**src/rtl/counter_seq_pkg.sv**
```systemverilog
// Shared types and constants for the counter sequence driver.
package counter_seq_pkg;

  localparam int DEFAULT_WIDTH = 8;

  typedef enum logic [2:0] {
    IDLE,
    LOAD,
    VERIFY,
    RUN,
    FINISH
  } state_e;

endpackage

```
**src/rtl/counter_seq_pace.sv**
```systemverilog
// Step pacing down-counter: reloads to STEP_DIV-1 and raises tick when it reaches zero.
module counter_seq_pace #(
  parameter int STEP_DIV = 1
) (
  input  logic clk,
  input  logic reset_n,
  input  logic reload,
  input  logic dec,
  output logic tick
);

  localparam int PW = (STEP_DIV > 1) ? $clog2(STEP_DIV) : 1;
  localparam logic [PW-1:0] RELOAD_VAL = PW'(STEP_DIV - 1);

  logic [PW-1:0] pace_q;
  logic [PW-1:0] pace_d;

  always_comb begin
    pace_d = pace_q;
    if (reload) begin
      pace_d = RELOAD_VAL;
    end else if (dec && (pace_q != '0)) begin
      pace_d = pace_q - 1'b1;
    end
  end

  always_ff @(posedge clk or negedge reset_n) begin
    if (!reset_n) begin
      pace_q <= '0;
    end else begin
      pace_q <= pace_d;
    end
  end

  assign tick = (pace_q == '0);

endmodule

```
**src/rtl/counter_seq_driver.sv**
```systemverilog
// Sequencer that loads the up/down counter, steps it to end_val and checks its readback.
// Readback comparison is enabled by defining COUNTER_SEQ_READBACK_CHECK_EN.
module counter_seq_driver
  import counter_seq_pkg::*;
#(
  parameter int WIDTH    = DEFAULT_WIDTH,
  parameter int STEP_DIV = 1
) (
  input  logic             clk,
  input  logic             reset_n,
  input  logic             start,
  input  logic [WIDTH-1:0] start_val,
  input  logic [WIDTH-1:0] end_val,
  input  logic [WIDTH-1:0] y_in,
  output logic             cnt_en,
  output logic             cnt_load,
  output logic             cnt_up,
  output logic             cnt_oe,
  output logic [WIDTH-1:0] cnt_d,
  output logic             busy,
  output logic             done,
  output logic             err
);

  state_e           state_q, state_d;
  logic [WIDTH-1:0] start_q, start_d;
  logic [WIDTH-1:0] end_q, end_d;
  logic [WIDTH-1:0] shadow_q, shadow_d;
  logic             up_q, up_d;
  logic             err_q, err_d;
  logic             cnt_load_q, cnt_load_d;
  logic             cnt_up_q, cnt_up_d;
  logic             cnt_oe_q, cnt_oe_d;
  logic [WIDTH-1:0] cnt_d_q, cnt_d_d;
  logic             busy_q, busy_d;
  logic             done_q, done_d;
  logic             step_c;
  logic             pace_reload;
  logic             pace_tick;
  logic             mismatch;

`ifdef COUNTER_SEQ_READBACK_CHECK_EN
  assign mismatch = (y_in != shadow_q);
`else
  logic unused_y_in;
  assign unused_y_in = ^y_in;
  assign mismatch    = 1'b0;
`endif

  counter_seq_pace #(
    .STEP_DIV(STEP_DIV)
  ) u_pace (
    .clk    (clk),
    .reset_n(reset_n),
    .reload (pace_reload),
    .dec    (state_q == RUN),
    .tick   (pace_tick)
  );

  always_comb begin
    state_d     = state_q;
    start_d     = start_q;
    end_d       = end_q;
    up_d        = up_q;
    shadow_d    = shadow_q;
    err_d       = err_q;
    step_c      = 1'b0;
    pace_reload = 1'b0;
    case (state_q)
      IDLE: begin
        if (start) begin
          start_d = start_val;
          end_d   = end_val;
          up_d    = (end_val >= start_val);
          err_d   = 1'b0;
          state_d = LOAD;
        end
      end
      LOAD: begin
        shadow_d = start_q;
        state_d  = VERIFY;
      end
      VERIFY: begin
        if (mismatch) begin
          err_d   = 1'b1;
          state_d = FINISH;
        end else if (shadow_q == end_q) begin
          state_d = FINISH;
        end else begin
          pace_reload = 1'b1;
          state_d     = RUN;
        end
      end
      RUN: begin
        if (mismatch) begin
          err_d   = 1'b1;
          state_d = FINISH;
        end else if (shadow_q == end_q) begin
          state_d = FINISH;
        end else if (pace_tick) begin
          // The counter moves on this edge, so the shadow moves with it.
          step_c      = 1'b1;
          shadow_d    = up_q ? (shadow_q + WIDTH'(1)) : (shadow_q - WIDTH'(1));
          pace_reload = 1'b1;
        end
      end
      FINISH:  state_d = IDLE;
      default: state_d = IDLE;
    endcase

    // Registered pin outputs are decoded from the state being entered.
    cnt_load_d = (state_d == LOAD);
    cnt_d_d    = (state_d == LOAD) ? start_d : '0;
    cnt_oe_d   = (state_d == VERIFY) || (state_d == RUN);
    cnt_up_d   = (state_d == RUN) && up_d;
    busy_d     = (state_d == LOAD) || (state_d == VERIFY) || (state_d == RUN);
    done_d     = (state_d == FINISH);
  end

  always_ff @(posedge clk or negedge reset_n) begin
    if (!reset_n) begin
      state_q    <= IDLE;
      start_q    <= '0;
      end_q      <= '0;
      up_q       <= 1'b0;
      shadow_q   <= '0;
      err_q      <= 1'b0;
      cnt_load_q <= 1'b0;
      cnt_up_q   <= 1'b0;
      cnt_oe_q   <= 1'b0;
      cnt_d_q    <= '0;
      busy_q     <= 1'b0;
      done_q     <= 1'b0;
    end else begin
      state_q    <= state_d;
      start_q    <= start_d;
      end_q      <= end_d;
      up_q       <= up_d;
      shadow_q   <= shadow_d;
      err_q      <= err_d;
      cnt_load_q <= cnt_load_d;
      cnt_up_q   <= cnt_up_d;
      cnt_oe_q   <= cnt_oe_d;
      cnt_d_q    <= cnt_d_d;
      busy_q     <= busy_d;
      done_q     <= done_d;
    end
  end

  assign cnt_en   = step_c;
  assign cnt_load = cnt_load_q;
  assign cnt_up   = cnt_up_q;
  assign cnt_oe   = cnt_oe_q;
  assign cnt_d    = cnt_d_q;
  assign busy     = busy_q;
  assign done     = done_q;
  assign err      = err_q;

endmodule

```
**config.mk**
```make
export PLATFORM = sky130hd
export DESIGN_NAME = counter_seq_driver
export DESIGN_NICKNAME = d
export VERILOG_FILES = /design/src/rtl/counter_seq_pkg.sv /design/src/rtl/counter_seq_pace.sv /design/src/rtl/counter_seq_driver.sv
export SDC_FILE = /design/constraint.sdc
export NUM_CORES = 1
export LEC_CHECK = 0
export BUFFER_PORTS_ARGS = -buffer_cell sky130_fd_sc_hd__buf_2
export CAP_MARGIN = 20
export CORE_AREA = 4 4 75 77
export CTS_CLUSTER_SIZE = 24
export DETAILED_ROUTE_END_ITERATION = 8
export DIE_AREA = 0 0 79 81
export PLACE_DENSITY_LB_ADDON = 0.1
export RECOVER_POWER = 50
export SLEW_MARGIN = 20
export SYNTH_ARGS = -nofsm -noshare
export SYNTH_HDL_FRONTEND = slang
export SYNTH_HIERARCHICAL = 1
export SYNTH_SLANG_ARGS = --single-unit
```
**constraint.sdc**
```tcl
create_clock -name clk -period 1.7 [get_ports clk]
set_input_delay 0.51 -clock clk [delete_from_list [all_inputs] [get_ports clk]]
set_output_delay 0.51 -clock clk [all_outputs]
set_load 0.03 [all_outputs]
```
==> out/qor.yml, run 1 <==
min_path:
  worstHoldPathType: "in2async"
clocking:
  cts_tree: "done"
  tritoncts.num_buffers: 5
  clock-root-buffer: "sky130_fd_sc_hd__clkbuf_8"
  cts.reportedPaths.clkPinSlew_ns: 0.08
  cts_max_path_buffers: 2
  h-tree-depth: 2
  clk-insertion-delay-late_ns: 0.29
  tritoncts_num_sinks: 42
grt:
  grtUsageTotal: 0.172
  grt_pass1_vias: 1833
  grt_max_degree: 30
  initial_antenna_violation_count: 0
  grt_overflow: 0
  wire_length_of_the_first_global_routing_pass_mm: 8.58
floorplan:
  initial_utilization: 0.433
  die_width_um: 79
  die_y_um: 81
  num_rows: 26
  die_area_um2: 6400
  core_outline_area_um2: 5010
  ioPinCount: 42
pwr:
  share_seq_of_total_power: 0.239
  max-vdd-ir-drop_mv: 0.780
  p_sw_frac: 0.392
  power_frac_comb: 0.645
  power_mw: 6.90
  switching_power_mw: 2.70
  power_leakage_nw: 1.60
  clkPwrFrac: 0.116
  power_density_nw_per_um2: 2210
  internal_power_mw: 4.20
placed_design:
  place.detailed.hpwl_mm: 3.59
  globalplace.congestion: 0.841
  place.port_buffers: 32
  dp_cells: 349
sta:
  clock-skew-final_ns: 0.00840
  final_max_slew_viol_count: 0
  hold_fails_final_rpt: 0
  layout_setup_ws_ns: -0.427
  count_of_final_setup_violators: 7
  worst_pin_slew_ns: 0.987
  setup_repair_after_global_routing_missed_its_margin: "true"
  fin_crit_ns: 2.13
  post_route_setup_tns_ns: -0.746
  period_share: 1.25
  relSlewSlack: 0.341
  fmax_ghz: 0.470
synthesis:
  synth_cells: 211
  synth.top_cells.by_count: "sky130_fd_sc_hd__dfrtp_1 (42), sky130_fd_sc_hd__nand2_1 (28), sky130_fd_sc_hd__ha_1 (14), sky130_fd_sc_hd__inv_1 (14), sky130_fd_sc_hd__nor2_1 (14)"
  syn_nets: 253
  synth_sequential_area_ratio: 0.485
  syn_area_per_cell_um2: 10.3
  ys_top_cells_by_area: "sky130_fd_sc_hd__dfrtp_1 (48%), sky130_fd_sc_hd__ha_1 (8.1%), sky130_fd_sc_hd__nand2_1 (4.8%), sky130_fd_sc_hd__xor2_1 (4.4%), sky130_fd_sc_hd__a21o_1 (3.8%)"
  synth_async_sr_flop_share: 1.00
  post-synth-top-count-cell: "sky130_fd_sc_hd__dfrtp_1"
  yosys_register_bits: 42
  biggest_area_consumer_among_synthesized_cells: "sky130_fd_sc_hd__dfrtp_1"
  post_synth_edffs: 0
  netlist.area_leader.share: 0.485
  ys_flop_type: "sky130_fd_sc_hd__dfrtp_1"
  synth_cell_type_count: 42
  summed_instance_area_of_the_synthesized_netlist_um2: 2170
  synth.yosys.warnings: 6
setup_path:
  reg2reg_to: "shadow_q[7]"
  r2r_slack_ns: -0.08
  crit_type: "reg2out"
  worstSetupStartpoint: "shadow_q[2]"
  ff2ff_path_depth: 8
  worstPathMaxFanout: 2
  cp.required_ns: 1.19
  timing.rr.start: "up_q"
  worst-endpoint-arrival_ns: 1.62
  setup.worst_path.end_class: "primary output"
  start_kind: "register"
cells_and_area:
  post_layout_nonfiller_instances: 363
  fillerInstances: 447
  area_taken_by_multi_input_logic_gates_um2: 1250
  final_layout_size_suffix_gt1_frac: 0.403
  seqCellArea_um2: 1050
  area_growth_syn_to_layout_pct: 43.9
  final_nets: 335
  antenna_cells: 0
route:
  drt_iter0_markers: 39
  finalWirelength_mm: 4.96
  antenna_violating_nets_post_route: 0
  drt_pre_antenna_iters: 4
  drt-vias-per-instance: 4.73
  post-route-drc-count: 0
  routed_wirelength_normalized_by_instance_count_um: 13.7
  route.vias.total: 1717
flow_run:
  maxCapViolCount: 0
status:
  failed_checks: "setup timing"
  outcome: "complete, but fails checks"
-- cell type report --
class | count | area share
clock buffers | 6 | 0.0265
inverters | 15 | 0.0197
clock inverters | 1 | 0.00963
multi-input cells | 148 | 0.402
repair buffers | 81 | 0.176
flip-flops and latches | 42 | 0.338
well taps | 70 | 0.0281
-- power groups by stage --
stage | logic [mW] | clock network, mW | registers (mW)
6_report | 4.45 | 0.802 | 1.65
5_1_grt | 4.90 | 0.862 | 1.69
4_1_cts | 4.05 | 0.825 | 1.65
3_5_place_dp | 3.55 | 0 | 1.65
3_3_place_gp | 3.51 | 0 | 1.63
2_1_floorplan | 2.16 | 0 | 1.70
-- cell families after synthesis --
kind of cell,after synthesis,synth area share
xor gates and xnor gates,15,0.0606
and+or+nand+nor,64,0.147
AOI/OAI and AO/OA,46,0.147
other,1,0.00173
adders and majority gates,15,0.0901
muxes,6,0.0277
DFF,42,0.485
buffers and inverters,22,0.0410
-- registers in the layout (all words and copies together) (netlist names) --
name and count:
busy 1, cnt_d 8, cnt_load 1, cnt_oe 1
cnt_up 1, done 1, end_q 8, shadow_q 8
start_q 8, state_q 3, u_pace/pace_q 1, up_q 1
-- worst max path at each step --
stage	end	slack (ns)
after CTS	cnt_en	-0.46
after detailed placement	cnt_en	-0.21
after floorplan	cnt_en	-0.16
after global placement	cnt_en	-0.21
final	cnt_en	-0.43
after global routing	cnt_en	-0.50
-- metrics by stage --
step                instance area (µm²)  worst slack (ns)  hold slack [ns]   util
finish                             3120            -0.427            0.130  0.622
global route                       3120            -0.503            0.138  0.622
CTS                                3020            -0.457           0.0512  0.603
detailed placement                 2760            -0.208            0.383  0.551
global placement                   2760            -0.213            0.377  0.551
floorplan                          2210            -0.164            0.214      -
-- worst max-delay path: stages (launching register included) --
cell and delay [ns]:
sky130_fd_sc_hd__dfrtp_1 0.39, sky130_fd_sc_hd__xor2_1 0.17, sky130_fd_sc_hd__nor4_2 0.26, sky130_fd_sc_hd__buf_4 0.16, sky130_fd_sc_hd__nand3_4 0.06, sky130_fd_sc_hd__and3_4 0.16
sky130_fd_sc_hd__buf_6 0.13
-- layer usage --
layer	track usage	vias up	wire length, µm
met3	0.0277	5	113
met2	0.286	23	2330
li1	-	891	-
met4	0.0567	0	57
met5	0	-	0
met1	0.230	798	2460
-- what timing repair did --
action | CTS | global route
cloned | 1 | 0
endpoints found under the setup margin | 7 | 17
pin swaps | 14 | 15
buffers inserted | 3 | 4
hold buffers | 0 | 0
gates resized for setup | 20 | 18
-- layout by cell type, fill, tap and decap left out, types with 2 or more instances in the layout --
cell | Yosys | layout
sky130_fd_sc_hd__ha_1 | 14 | 6
sky130_fd_sc_hd__xor2_1 | 11 | 11
sky130_fd_sc_hd__buf_4 | 1 | 43
sky130_fd_sc_hd__clkbuf_8 | 0 | 6
sky130_fd_sc_hd__buf_6 | 0 | 5
sky130_fd_sc_hd__inv_1 | 14 | 12
sky130_fd_sc_hd__dfrtp_2 | 0 | 2
sky130_fd_sc_hd__dfrtp_1 | 42 | 40
sky130_fd_sc_hd__o21ai_1 | 0 | 2
sky130_fd_sc_hd__nand3b_1 | 2 | 2
sky130_fd_sc_hd__xnor2_1 | 4 | 4
sky130_fd_sc_hd__a211oi_2 | 1 | 2
sky130_fd_sc_hd__a21o_1 | 11 | 11
sky130_fd_sc_hd__buf_2 | 2 | 29
sky130_fd_sc_hd__nand2b_1 | 4 | 4
sky130_fd_sc_hd__o21ai_0 | 5 | 3
sky130_fd_sc_hd__clkbuf_1 | 3 | 3
sky130_fd_sc_hd__nor2b_1 | 2 | 2
sky130_fd_sc_hd__nor2_1 | 14 | 11
sky130_fd_sc_hd__ha_4 | 0 | 8
sky130_fd_sc_hd__nand3_4 | 0 | 2
sky130_fd_sc_hd__nor2_2 | 0 | 2
sky130_fd_sc_hd__o22ai_1 | 6 | 6
sky130_fd_sc_hd__a21oi_1 | 13 | 11
sky130_fd_sc_hd__mux2i_1 | 6 | 6
sky130_fd_sc_hd__nand2_1 | 28 | 27
sky130_fd_sc_hd__nor3b_1 | 2 | 2
No activity file was read; power rests on OpenSTA's default activity.
==> run 2, diff against run 1 <==
==> constraint.sdc (replaced) <==
create_clock -name clk -period 2.2 [get_ports clk]
set_input_delay 0.66 -clock clk [delete_from_list [all_inputs] [get_ports clk]]
set_output_delay 0.66 -clock clk [all_outputs]
set_load 0.03 [all_outputs]
==> run 2 against run 1 <==
  * The run still ends with setup timing left
  * Cell count is 8.0% lower
  * Count of clock-buffer cells in the layout up 2
  * Sequential cell count stayed put
  * Wire length down 8.2%
  * Largest cell class is now flip-flops and latches
  * Largest power group unchanged
==> out/qor.yml, run 2 (synthesis gave the netlist of run 1 again) <==
setup_path:
  worst-endpoint-arrival_ns: 1.74  # was 1.62 ns
  cp.required_ns: 1.54  # was 1.19 ns
  start_kind: "register"  # unchanged
  critical_path.cell_chain: "xor2_1 -> nor4_2 -> nand3_1 -> and3_4 -> buf_6"  # was xor2_1 -> nor4_2 -> buf_4 -> nand3_4 -> and3_4 -> buf_6
  setup.worst_path.end_class: "primary output"  # unchanged
  crit_type: "reg2out"  # unchanged
  crit_buf_inv: 1  # was 2
  cp_slowest_stage_delay_ns: 0.42  # was 0.39 ns
  critical-path-slowest-cell: "sky130_fd_sc_hd__dfrtp_1"  # unchanged
  cp_top_family: "simple AND/OR/NAND/NOR gates"  # unchanged
  worstPathMaxFanout: 2  # unchanged
floorplan:
  core_outline_area_um2: 5010  # unchanged
  initial_utilization: 0.433  # unchanged
  num_rows: 26  # unchanged
  die_width_um: 79  # unchanged
  die_y_um: 81  # unchanged
  ioPinCount: 42  # unchanged
  die_area_um2: 6400  # unchanged
sta:
  setup_repair_after_global_routing_missed_its_margin: "true"  # unchanged
  fin_crit_ns: 2.40
  final_max_slew_viol_count: 0  # unchanged
  fmax_ghz: 0.418
  count_of_final_setup_violators: 1  # was 7
  hold_fails_final_rpt: 0  # unchanged
  clock-skew-final_ns: 0.00712  # was 0.00840 ns
  post_route_setup_tns_ns: -0.195  # was -0.746 ns
  relSlewSlack: 0.406  # was 0.341
  layout_setup_ws_ns: -0.195  # was -0.427 ns
  period_share: 1.09
  worst_pin_slew_ns: 0.891  # was 0.987 ns
pwr:
  power_density_nw_per_um2: 1590  # was 2210 nW/µm²
  power_leakage_nw: 1.42  # was 1.60 nW
  max-vdd-ir-drop_mv: 0.550  # was 0.780 mV
  power_mw: 4.19  # was 6.90 mW
cells_and_area:
  layout.cell_area.non_filler_um2: 2640  # was 3120 µm²
  post_layout_nonfiller_instances: 334  # was 363
  area_growth_syn_to_layout_pct: 21.8  # was 43.9%
  seqCellArea_um2: 1050  # about the same
  antenna_cells: 0  # unchanged
  area_taken_by_multi_input_logic_gates_um2: 1030  # was 1250 µm²
  highest_count_cells_in_the_layout_ignoring_fill_and_taps: "sky130_fd_sc_hd__dfrtp_1 (42), sky130_fd_sc_hd__nand2_1 (28), sky130_fd_sc_hd__buf_2 (27)"  # was sky130_fd_sc_hd__buf_4 (43), sky130_fd_sc_hd__dfrtp_1 (40), sky130_fd_sc_hd__buf_2 (29)
  final_layout_size_suffix_gt1_frac: 0.223  # was 0.403
  final_nets: 305  # was 335
  most_common_cell_after_layout_fill_and_taps_aside: "sky130_fd_sc_hd__dfrtp_1"  # was sky130_fd_sc_hd__buf_4
  fillerInstances: 486  # was 447
clocking:
  clock-root-buffer: "sky130_fd_sc_hd__clkbuf_8"  # unchanged
  ctsHoldBuffers: 0  # unchanged
  tritoncts.num_buffers: 5  # unchanged
  h-tree-depth: 2  # unchanged
  cts_max_path_buffers: 2  # unchanged
  clk-insertion-delay-late_ns: 0.29  # about the same
  tritoncts_num_sinks: 42  # unchanged
  cts.reportedPaths.clkPinSlew_ns: 0.08  # about the same
  cts_tree: "done"  # unchanged
status:
  failed_checks: "setup timing"  # unchanged
  outcome: "complete, but fails checks"  # unchanged
grt:
  grtUsageTotal: 0.163  # was 0.172
  initial_antenna_violation_count: 0  # unchanged
  grt_pass1_vias: 1610  # was 1833
  wire_length_of_the_first_global_routing_pass_mm: 7.98  # was 8.58 mm
  grt_overflow: 0  # unchanged
  grt_max_degree: 22  # was 30
placed_design:
  place.detailed.hpwl_mm: 3.52  # was 3.59 mm
  place.port_buffers: 32  # unchanged
  globalplace.congestion: 0.736  # was 0.841
  dp_cells: 321  # was 349
  placed_cell_area_um2: 2490  # was 2760 µm²
route:
  drt_pre_antenna_iters: 4  # unchanged
  finalWirelength_mm: 4.55  # was 4.96 mm
  routed_wirelength_normalized_by_instance_count_um: 13.6  # was 13.7 µm
  drt_iter0_markers: 107  # was 39
  drt-vias-per-instance: 4.93  # was 4.73
  post-route-drc-count: 0  # unchanged
  route.vias.total: 1647  # was 1717
  antenna_violating_nets_post_route: 0  # unchanged
min_path:
  worstHoldPathType: "in2async"  # unchanged
flow_run:
  maxCapViolCount: 0  # unchanged
[run 2: cell count changes in the layout (fill, tap and decap cells not counted), moves of 3 or more]
cell,before,now
sky130_fd_sc_hd__nor2_1,11,14
sky130_fd_sc_hd__ha_1,6,14
sky130_fd_sc_hd__ha_4,8,0
sky130_fd_sc_hd__nand3_1,1,4
sky130_fd_sc_hd__clkbuf_1,3,7
sky130_fd_sc_hd__buf_4,43,17
sky130_fd_sc_hd__buf_6,5,1
[run 2: cell type report]
class	count	share of cell area
multi-input cells	147	0.392
repair buffers	52	0.114
inverters	15	0.0213
well taps	70	0.0332
flip-flops and latches	42	0.398
clock buffers	8	0.0417
[run 2: final timing paths]
| kind | from | depth (start not counted) | slack [ns] | to |
|---|---|---|---|---|
| min reg2reg | start_q[6] | 1 | 0.48 | start_q[6] |
| min | reset_n | 1 | 0.42 | start_q[0] |
| max reg2reg | shadow_q[5] | 8 | 0.20 | shadow_q[7] |
| max in group asynchronous | reset_n | 2 | 0.51 | cnt_d[4] |
| max | shadow_q[5] | 5 | -0.20 | cnt_en |
| min in group clk | start_q[6] | 1 | 0.48 | start_q[6] |
[run 2: where the power goes]
part	leakage, nW	switching (mW)	internal, mW
clock	0.0575	0.253	0.317
combinational	0.836	1.21	1.15
sequential	0.526	0.206	1.06
total	1.42	1.66	2.52
[run 2: per-layer routing]
metal	routed length, µm	track usage	vias to the layer above	share of wire
met5	0	0	-	0
met1	2180	0.224	783	0.48
li1	-	-	828	-
met4	70	0.0619	0	0.015
met3	172	0.0310	7	0.038
met2	2130	0.257	29	0.47
[run 2: worst reg2reg max path, cell delays in order, from the launching register on]
cell and delay (ns):
sky130_fd_sc_hd__dfrtp_1 0.42, sky130_fd_sc_hd__buf_4 0.15, sky130_fd_sc_hd__buf_4 0.12, sky130_fd_sc_hd__ha_1 0.35, sky130_fd_sc_hd__a21oi_1 0.19, sky130_fd_sc_hd__nand2_1 0.08
sky130_fd_sc_hd__a221oi_1 0.33, sky130_fd_sc_hd__xnor2_1 0.16, sky130_fd_sc_hd__a21oi_1 0.09
[run 2: metrics by stage]
stage	setup WS, ns	utilization	hold slack [ns]
6_report	-0.195	0.527	0.424
5_1_grt	-0.299	0.527	0.496
4_1_cts	-0.204	0.527	0.265
3_5_place_dp	0.0543	0.498	0.472
3_3_place_gp	0.0593	0.498	0.466
2_1_floorplan	0.111	-	0.364
[run 2: what timing repair did]
| action | CTS | global route |
|---|---|---|
| setup endpoints to repair | 1 | 3 |
| pin swaps | 4 | 3 |
| setup buffers | 3 | 2 |
| gates resized for setup | 3 | 1 |
==> run 3, diff against run 2 <==
--- a/config.mk
+++ b/config.mk
@@ -7,10 +7,10 @@
 export LEC_CHECK = 0
 export BUFFER_PORTS_ARGS = -buffer_cell sky130_fd_sc_hd__buf_2
 export CAP_MARGIN = 20
-export CORE_AREA = 4 4 75 77
+export CORE_AREA = 4 4 62 92
 export CTS_CLUSTER_SIZE = 24
 export DETAILED_ROUTE_END_ITERATION = 8
-export DIE_AREA = 0 0 79 81
+export DIE_AREA = 0 0 66 96
 export PLACE_DENSITY_LB_ADDON = 0.1
 export RECOVER_POWER = 50
 export SLEW_MARGIN = 20
==> run 3 against run 2 <==
  * The run still ends with setup timing left
  * Critical endpoint unchanged
  * Critical path depth stayed put
  * Wire length decreased by 0.26%
  * Sequential share of layout area decreased by 0.28 points
  * Hold slack better by 0.070 ns
  * Sequential cell count stayed put
  * Total power rose by 3.6%
==> out/qor.yml, run 3 (synthesis gave the netlist of run 1 again) <==
status:
  outcome: "complete, but fails checks"  # unchanged
  failed_checks: "setup timing"  # unchanged
sta:
  setup_repair_after_global_routing_missed_its_margin: "true"  # unchanged
  worst_pin_slew_ns: 1.02  # was 0.891 ns
  final_max_slew_viol_count: 0  # unchanged
  fin_crit_ns: 2.31  # was 2.40 ns
  layout_setup_ws_ns: -0.111  # was -0.195 ns
  count_of_final_setup_violators: 1  # unchanged
  fmax_ghz: 0.433  # was 0.418 GHz
  clock-skew-final_ns: 0.00607  # was 0.00712 ns
  hold_fails_final_rpt: 0  # unchanged
  relSlewSlack: 0.320  # was 0.406
  period_share: 1.05  # was 1.09
clocking:
  h-tree-depth: 2  # unchanged
  tritoncts_num_sinks: 42  # unchanged
  ctsHoldBuffers: 0  # unchanged
  cts_tree: "done"  # unchanged
  tritoncts.num_buffers: 5  # unchanged
  clock-root-buffer: "sky130_fd_sc_hd__clkbuf_8"  # unchanged
  clk-insertion-delay-late_ns: 0.30  # was 0.29 ns
  cts_max_path_buffers: 2  # unchanged
  cts.reportedPaths.clkPinSlew_ns: 0.08  # about the same
route:
  antenna_violating_nets_post_route: 0  # unchanged
  drt_iter0_markers: 42  # was 107
  route.vias.total: 1651  # was 1647
  drt_pre_antenna_iters: 4  # unchanged
  finalWirelength_mm: 4.54  # was 4.55 mm
  post-route-drc-count: 0  # unchanged
  routed_wirelength_normalized_by_instance_count_um: 13.8  # was 13.6 µm
  drt-vias-per-instance: 5.03  # was 4.93
grt:
  initial_antenna_violation_count: 0  # unchanged
  grt_max_degree: 43  # was 22
  grt_pass1_vias: 1766  # was 1610
  wire_length_of_the_first_global_routing_pass_mm: 8.09  # was 7.98 mm
  grt_overflow: 0  # unchanged
  grtUsageTotal: 0.168  # was 0.163
cells_and_area:
  area_growth_syn_to_layout_pct: 22.6  # was 21.8%
  final_nets: 303  # was 305
  highest_count_cells_in_the_layout_ignoring_fill_and_taps: "sky130_fd_sc_hd__dfrtp_1 (42), sky130_fd_sc_hd__nand2_1 (28), sky130_fd_sc_hd__buf_2 (25)"  # was sky130_fd_sc_hd__dfrtp_1 (42), sky130_fd_sc_hd__nand2_1 (28), sky130_fd_sc_hd__buf_2 (27)
  final_standard_cell_utilization_of_the_core: 0.548  # was 0.527
  most_common_cell_after_layout_fill_and_taps_aside: "sky130_fd_sc_hd__dfrtp_1"  # unchanged
  antenna_cells: 0  # unchanged
  final_layout_size_suffix_gt1_frac: 0.225  # was 0.223
pwr:
  power_leakage_nw: 1.42  # about the same
  power_mw: 4.34  # was 4.19 mW
  max-vdd-ir-drop_mv: 0.562  # was 0.550 mV
  power_density_nw_per_um2: 1630  # was 1590 nW/µm²
setup_path:
  start_kind: "register"  # unchanged
  cp_top_family: "simple AND/OR/NAND/NOR gates"  # unchanged
  cp_slowest_stage_delay_ns: 0.39  # was 0.42 ns
  critical-path-slowest-cell: "sky130_fd_sc_hd__dfrtp_1"  # unchanged
  setup.worst_path.end_class: "primary output"  # unchanged
  worstPathMaxFanout: 2  # unchanged
  cp.required_ns: 1.54  # about the same
  crit_buf_inv: 1  # unchanged
  crit_type: "reg2out"  # unchanged
  r2r_slack_ns: 0.22  # was 0.20 ns
  worst-endpoint-arrival_ns: 1.65  # was 1.74 ns
  critical_path.cell_chain: "xor2_1 -> nor4_2 -> nand3_1 -> and3_4 -> buf_6"  # unchanged
floorplan:
  die_y_um: 96  # was 81 µm
  die_width_um: 66  # was 79 µm
  die_area_um2: 6340  # was 6400 µm²
  core_outline_area_um2: 4850  # was 5010 µm²
  ioPinCount: 42  # unchanged
  initial_utilization: 0.447  # was 0.433
  num_rows: 31  # was 26
min_path:
  worstHoldPathType: "reg2reg"  # was in2async
placed_design:
  globalplace.congestion: 0.820  # was 0.736
  place.port_buffers: 32  # unchanged
  place.detailed.hpwl_mm: 3.48  # was 3.52 mm
flow_run:
  maxCapViolCount: 0  # unchanged
==> run 3: repair_timing <==
item,in CTS,in global routing
endpoints found under the setup margin,1,2
gates resized for setup,3,1
buffers inserted,4,0
pin swaps,3,2
hold endpoints to repair,0,0
==> run 3: cell type report <==
class / count / area [µm²]
fill: 474 / 2190
sequential: 42 / 1050
multi-input combinational: 147 / 1040
timing repair buffer: 50 / 292
tap: 66 / 82.6
clock buffer: 5 / 68.8
clock inverter: 3 / 68.8
inverter: 15 / 56.3
==> run 3: where the power goes <==
part	leakage, nW	total (mW)	internal [mW]	switching [mW]
Combinational	0.831	2.36	1.13	1.22
Clock	0.0683	0.730	0.455	0.276
Sequential	0.526	1.25	1.06	0.192
==> run 3: final timing paths <==
path / startpoint / end / cells after the start
setup / recovery: shadow_q[2] / cnt_en / 5
hold / removal: start_q[0] / start_q[0] / 1
setup reg to reg: up_q / shadow_q[7] / 8
hold reg to reg: start_q[0] / start_q[0] / 1
max in group asynchronous: reset_n / u_pace/pace_q / 2
min in group asynchronous: reset_n / start_q[7] / 2
==> run 3: per-stage QoR <==
step                cell area, µm²  std cells  hold WS (ns)  setup slack (ns)  TNS (ns)
finish                        2660        328         0.494            -0.111    -0.111
global route                  2660        328         0.516            -0.188    -0.188
CTS                           2660        328         0.438            -0.127    -0.127
detailed placement            2480        316         0.475            0.0536         0
global placement              2480        316         0.471            0.0964         0
floorplan                     2170        211         0.364             0.111         0
==> run 3: metal layers <==
layer | routed length (µm) | GRT usage | vias up
li1 | - | - | 820
met1 | 1970 | 0.206 | 786
met2 | 2300 | 0.288 | 37
met3 | 172 | 0.0280 | 8
met4 | 104 | 0.0712 | 0
met5 | 0 | 0 | -
